==> src/rtl/usr_seq.sv <==
// Drives a usr shift register: loads a word, shifts it out on sdo while capturing sdi, returns rx_data.
// Latency accept->rx_valid = data_bitsize*shift_div+2 edges; tx_ready only in IDLE (back-to-back allowed).
module usr_seq #(
   parameter int data_bitsize = 4,
   parameter int shift_div    = 1
) (
   input  logic                    clk,
   input  logic                    reset,
   input  logic                    tx_valid,
   output logic                    tx_ready,
   input  logic [data_bitsize-1:0] tx_data,
   input  logic                    tx_dir,
   input  logic                    sdi,
   output logic                    sdo,
   output logic                    busy,
   output logic                    rx_valid,
   output logic [data_bitsize-1:0] rx_data,
   output logic [1:0]              usr_sel,
   output logic [data_bitsize-1:0] usr_datain,
   output logic                    usr_sin,
   input  logic [data_bitsize-1:0] usr_out
);
   localparam int BW = $clog2(data_bitsize);
   localparam int DW = (shift_div > 1) ? $clog2(shift_div) : 1;
   localparam logic [BW-1:0] BIT_LAST = BW'(data_bitsize - 1);
   localparam logic [DW-1:0] DIV_LAST = DW'(shift_div - 1);

   localparam logic [1:0] SEL_CLR  = 2'b00;
   localparam logic [1:0] SEL_SHR  = 2'b01;
   localparam logic [1:0] SEL_SHL  = 2'b10;
   localparam logic [1:0] SEL_LOAD = 2'b11;

   typedef enum logic [1:0] {IDLE, LOAD, SHIFT, DONE} state_t;

   state_t                  state_q;
   logic [BW-1:0]           bit_cnt_q;
   logic [DW-1:0]           div_cnt_q;
   logic [data_bitsize-1:0] data_q;
   logic                    dir_q;
   logic [data_bitsize-1:0] rx_data_q;
   logic                    rx_valid_q;
   logic                    div_last;

   assign div_last = (div_cnt_q == DIV_LAST);

   always_ff @(posedge clk or negedge reset) begin
      if (!reset) begin
         state_q    <= IDLE;
         bit_cnt_q  <= '0;
         div_cnt_q  <= '0;
         data_q     <= '0;
         dir_q      <= 1'b0;
         rx_data_q  <= '0;
         rx_valid_q <= 1'b0;
      end else begin
         rx_valid_q <= 1'b0;
         case (state_q)
            IDLE: begin
               if (tx_valid) begin
                  data_q  <= tx_data;
                  dir_q   <= tx_dir;
                  state_q <= LOAD;
               end
            end
            LOAD: begin
               bit_cnt_q <= '0;
               div_cnt_q <= '0;
               state_q   <= SHIFT;
            end
            SHIFT: begin
               if (div_last) begin
                  div_cnt_q <= '0;
                  if (bit_cnt_q == BIT_LAST) begin
                     bit_cnt_q <= '0;
                     state_q   <= DONE;
                  end else begin
                     bit_cnt_q <= bit_cnt_q + 1'b1;
                  end
               end else begin
                  div_cnt_q <= div_cnt_q + 1'b1;
               end
            end
            DONE: begin
               rx_data_q  <= usr_out;
               rx_valid_q <= 1'b1;
               state_q    <= IDLE;
            end
            default: state_q <= IDLE;
         endcase
      end
   end

   // The register has no hold code, so "hold" is a parallel load of its own output.
   always_comb begin
      usr_sel    = SEL_CLR;
      usr_datain = '0;
      usr_sin    = 1'b0;
      sdo        = 1'b0;
      case (state_q)
         LOAD: begin
            usr_sel    = SEL_LOAD;
            usr_datain = data_q;
         end
         SHIFT: begin
            usr_sin    = sdi;
            sdo        = dir_q ? usr_out[data_bitsize-1] : usr_out[0];
            usr_datain = usr_out;
            usr_sel    = div_last ? (dir_q ? SEL_SHL : SEL_SHR) : SEL_LOAD;
         end
         DONE: begin
            usr_sel    = SEL_LOAD;
            usr_datain = usr_out;
         end
         default: ;
      endcase
   end

   assign tx_ready = (state_q == IDLE);
   assign busy     = (state_q != IDLE);
   assign rx_valid = rx_valid_q;
   assign rx_data  = rx_data_q;

endmodule

==> config.mk <==
export PLATFORM = sky130hd
export DESIGN_NAME = usr_seq
export DESIGN_NICKNAME = d
export VERILOG_FILES = /design/src/rtl/usr_seq.sv
export SDC_FILE = /design/constraint.sdc
export NUM_CORES = 1
export LEC_CHECK = 0
export CORE_ASPECT_RATIO = 1.25
export CORE_MARGIN = 3
export CORE_UTILIZATION = 46
export CTS_CLUSTER_SIZE = 12
export DETAILED_ROUTE_END_ITERATION = 8
export PLACE_DENSITY = 0.91
export SYNTH_ARGS = -nofsm -noshare
export SYNTH_HDL_FRONTEND = slang
export SYNTH_SLANG_ARGS = --single-unit
export TNS_END_PERCENT = 30
==> constraint.sdc <==
create_clock -name clk -period 3.8 [get_ports clk]
set_input_delay 0.95 -clock clk [delete_from_list [all_inputs] [get_ports clk]]
set_output_delay 0.95 -clock clk [all_outputs]
set_load 0.1 [all_outputs]
==> run metrics <==
CTS tree built; Clock Sinks 14; Die Span Y 51.7 um; # IOs 28; Mapped Area 769 sq um; Setup crit end kind output port; gr ovfl total 0; DP HPWL 1360 um; TNS Setup 0 ns; RSZ-0062 raised after global routing false; pin count of the biggest net entering global routing 15; Via Count 601; CP arrival 2.05 ns; CTS buffer count 3; Routed wire per std cell 15.0 um; Max-slew headroom 35.6%; Max Cap Viol 0; distinct cell type count after synthesis 22; Remaining DRCs 0; synthesized instance count 67; CTS Hold Bufs 0; Required @ worst endpoint 2.85 ns; minimum clock period 3.00 ns; Root Buffer clkbuf_4; DIE AREA 2200 sq um; skew final 0.00168 ns; Port Buffers 27; DP Cell Count 108; Worst Path Max Fanout 3; Max Transition Viols Final 0; vias in the first global route 657; row cnt 15; synthesized area per cell 11.5 sq um; DR vias/cell 5.41; Final WS setup 0.796 ns; Clk Latency, worst-skew pair 0.28 ns; crit path kind in -> out; HP Class reg -> reg; Layout area overhead 36.4%; status finished, final reports clean; clock buffer depth 2; 1st-iter DRT viols 7; Die X 42.6 um; fmax 333 MHz; DRT Pass-1 Iters 4; Clock Pin Slew Worst Setup and Hold Paths 0.07 ns; Seq cells post-synth 14; commonest cells after routing, fill and taps aside 17 x clkdlybuf4s50_1, 14 x dfrtp_1, 9 x buf_4; layout cells sized above 1 29.8%; global-route wire length before repair 2960 um; DRT Wirelength 1670 um; top cells by area, synth dfrtp_1 46%, mux2_4 12%, ha_1 9.8%; Yosys top cell by area dfrtp_1; CORE AREA 1480 sq um; Ant. Diodes 0; Starting Density 51.9%; endpoints failing hold 0; Mapped Nets 86; commonest non-fill, non-tap cell in the layout clkdlybuf4s50_1; Total GRT Usage 18.6%; antenna violations before repair 0; number of nets with antenna violations after routing 0; setup bufs post-CTS 0; YS warnings 0; GPL Wtd Cong 0.747; Layout Cells excl Fill 111; Total Nets Final 115; H-tree Lvls 1; Synth top area share 45.5%; sequential element share of the synthesized area 45.5%; Resize count post-CTS 0; final worst-path cycle share 79.1%; Worst Tran Pin Value 0.963 ns; # setup viols final 0; CP Launch Type input port; worst slack at placement 0.790 ns
[path summary, 6_finish.rpt]
check / startpoint / end / slack, ns / cells after the start
worst max register to register: state_q[0] / state_q[1] / 2.16 / 5
worst min-delay path: rx_data[1] / rx_data[1] / 0.51 / 1
worst min register to register: rx_data[1] / rx_data[1] / 0.51 / 1
max in group asynchronous: reset / rx_data[2] / 2.33 / 1
min in group asynchronous: reset / rx_data[1] / 1.06 / 1
worst max-delay path: usr_out[3] / usr_datain[3] / 0.80 / 4
[area by class of cell]
cell class	instances	area (sq um)
Fill cell	109	433
Sequential cell	14	350
Inverter	6	22.5
Multi-Input combinational cell	44	375
Tap cell	17	21.3
Timing Repair Buffer	27	258
Clock buffer	3	22.5
[flip-flops by register name (all words and copies together), names as in the netlist]
signal,flops
rx_valid,1
data_q,4
dir_q,1
bit_cnt_q,2
state_q,2
rx_data,4
[worst max-delay path, cell delays in order]
cell and delay, ns:
clkdlybuf4s50_1 0.50, o21ai_0 0.10, a21oi_1 0.19, buf_4 0.32
[metrics by stage]
step                area [sq um]  util [%]  hold WS, ns
floorplan                    769         -        0.481
global placement            1030      69.3        0.490
detailed placement          1030      69.3        0.496
CTS                         1050      70.8        0.514
global route                1050      70.8        0.540
finish                      1050      70.8        0.514
[layer usage]
layer / track usage (%) / vias to the layer above / part of all wire [%]
met4: 12.4 / 0 / 2.9
met5: 0 / - / 0
met3: 2.77 / 4 / 5.6
li1: - / 283 / -
met1: 18.8 / 287 / 39
met2: 34.8 / 27 / 53
[cell usage after synthesis]
cell       n
a21oi_1    6
a21oi_2    1
and2_1     1
buf_2      1
buf_6      1
clkbuf_2   1
dfrtp_1   14
ha_1       6
inv_1      5
inv_2      1
mux2_2     4
mux2_4     6
mux2i_1    1
nand2_1    5
nand2_4    1
nand2b_1   1
nand3_1    2
nor2_1     1
nor2b_1    1
nor2b_4    1
o21ai_0    6
o22a_2     1
[logic make-up (layout without fill, tap and decap cells)]
logic type,count (synthesis),count (layout),synth area share (%)
buf+inv,9,36,5.69
compound gates,14,14,10.2
simple gates,13,13,9.92
fa+ha+maj,6,6,9.76
mux,11,11,18.9
flops,14,14,45.5
Power is left out: the tool's default activity adds up to more than one toggle a clock period on the data nets, which glitch-free logic cannot reach.
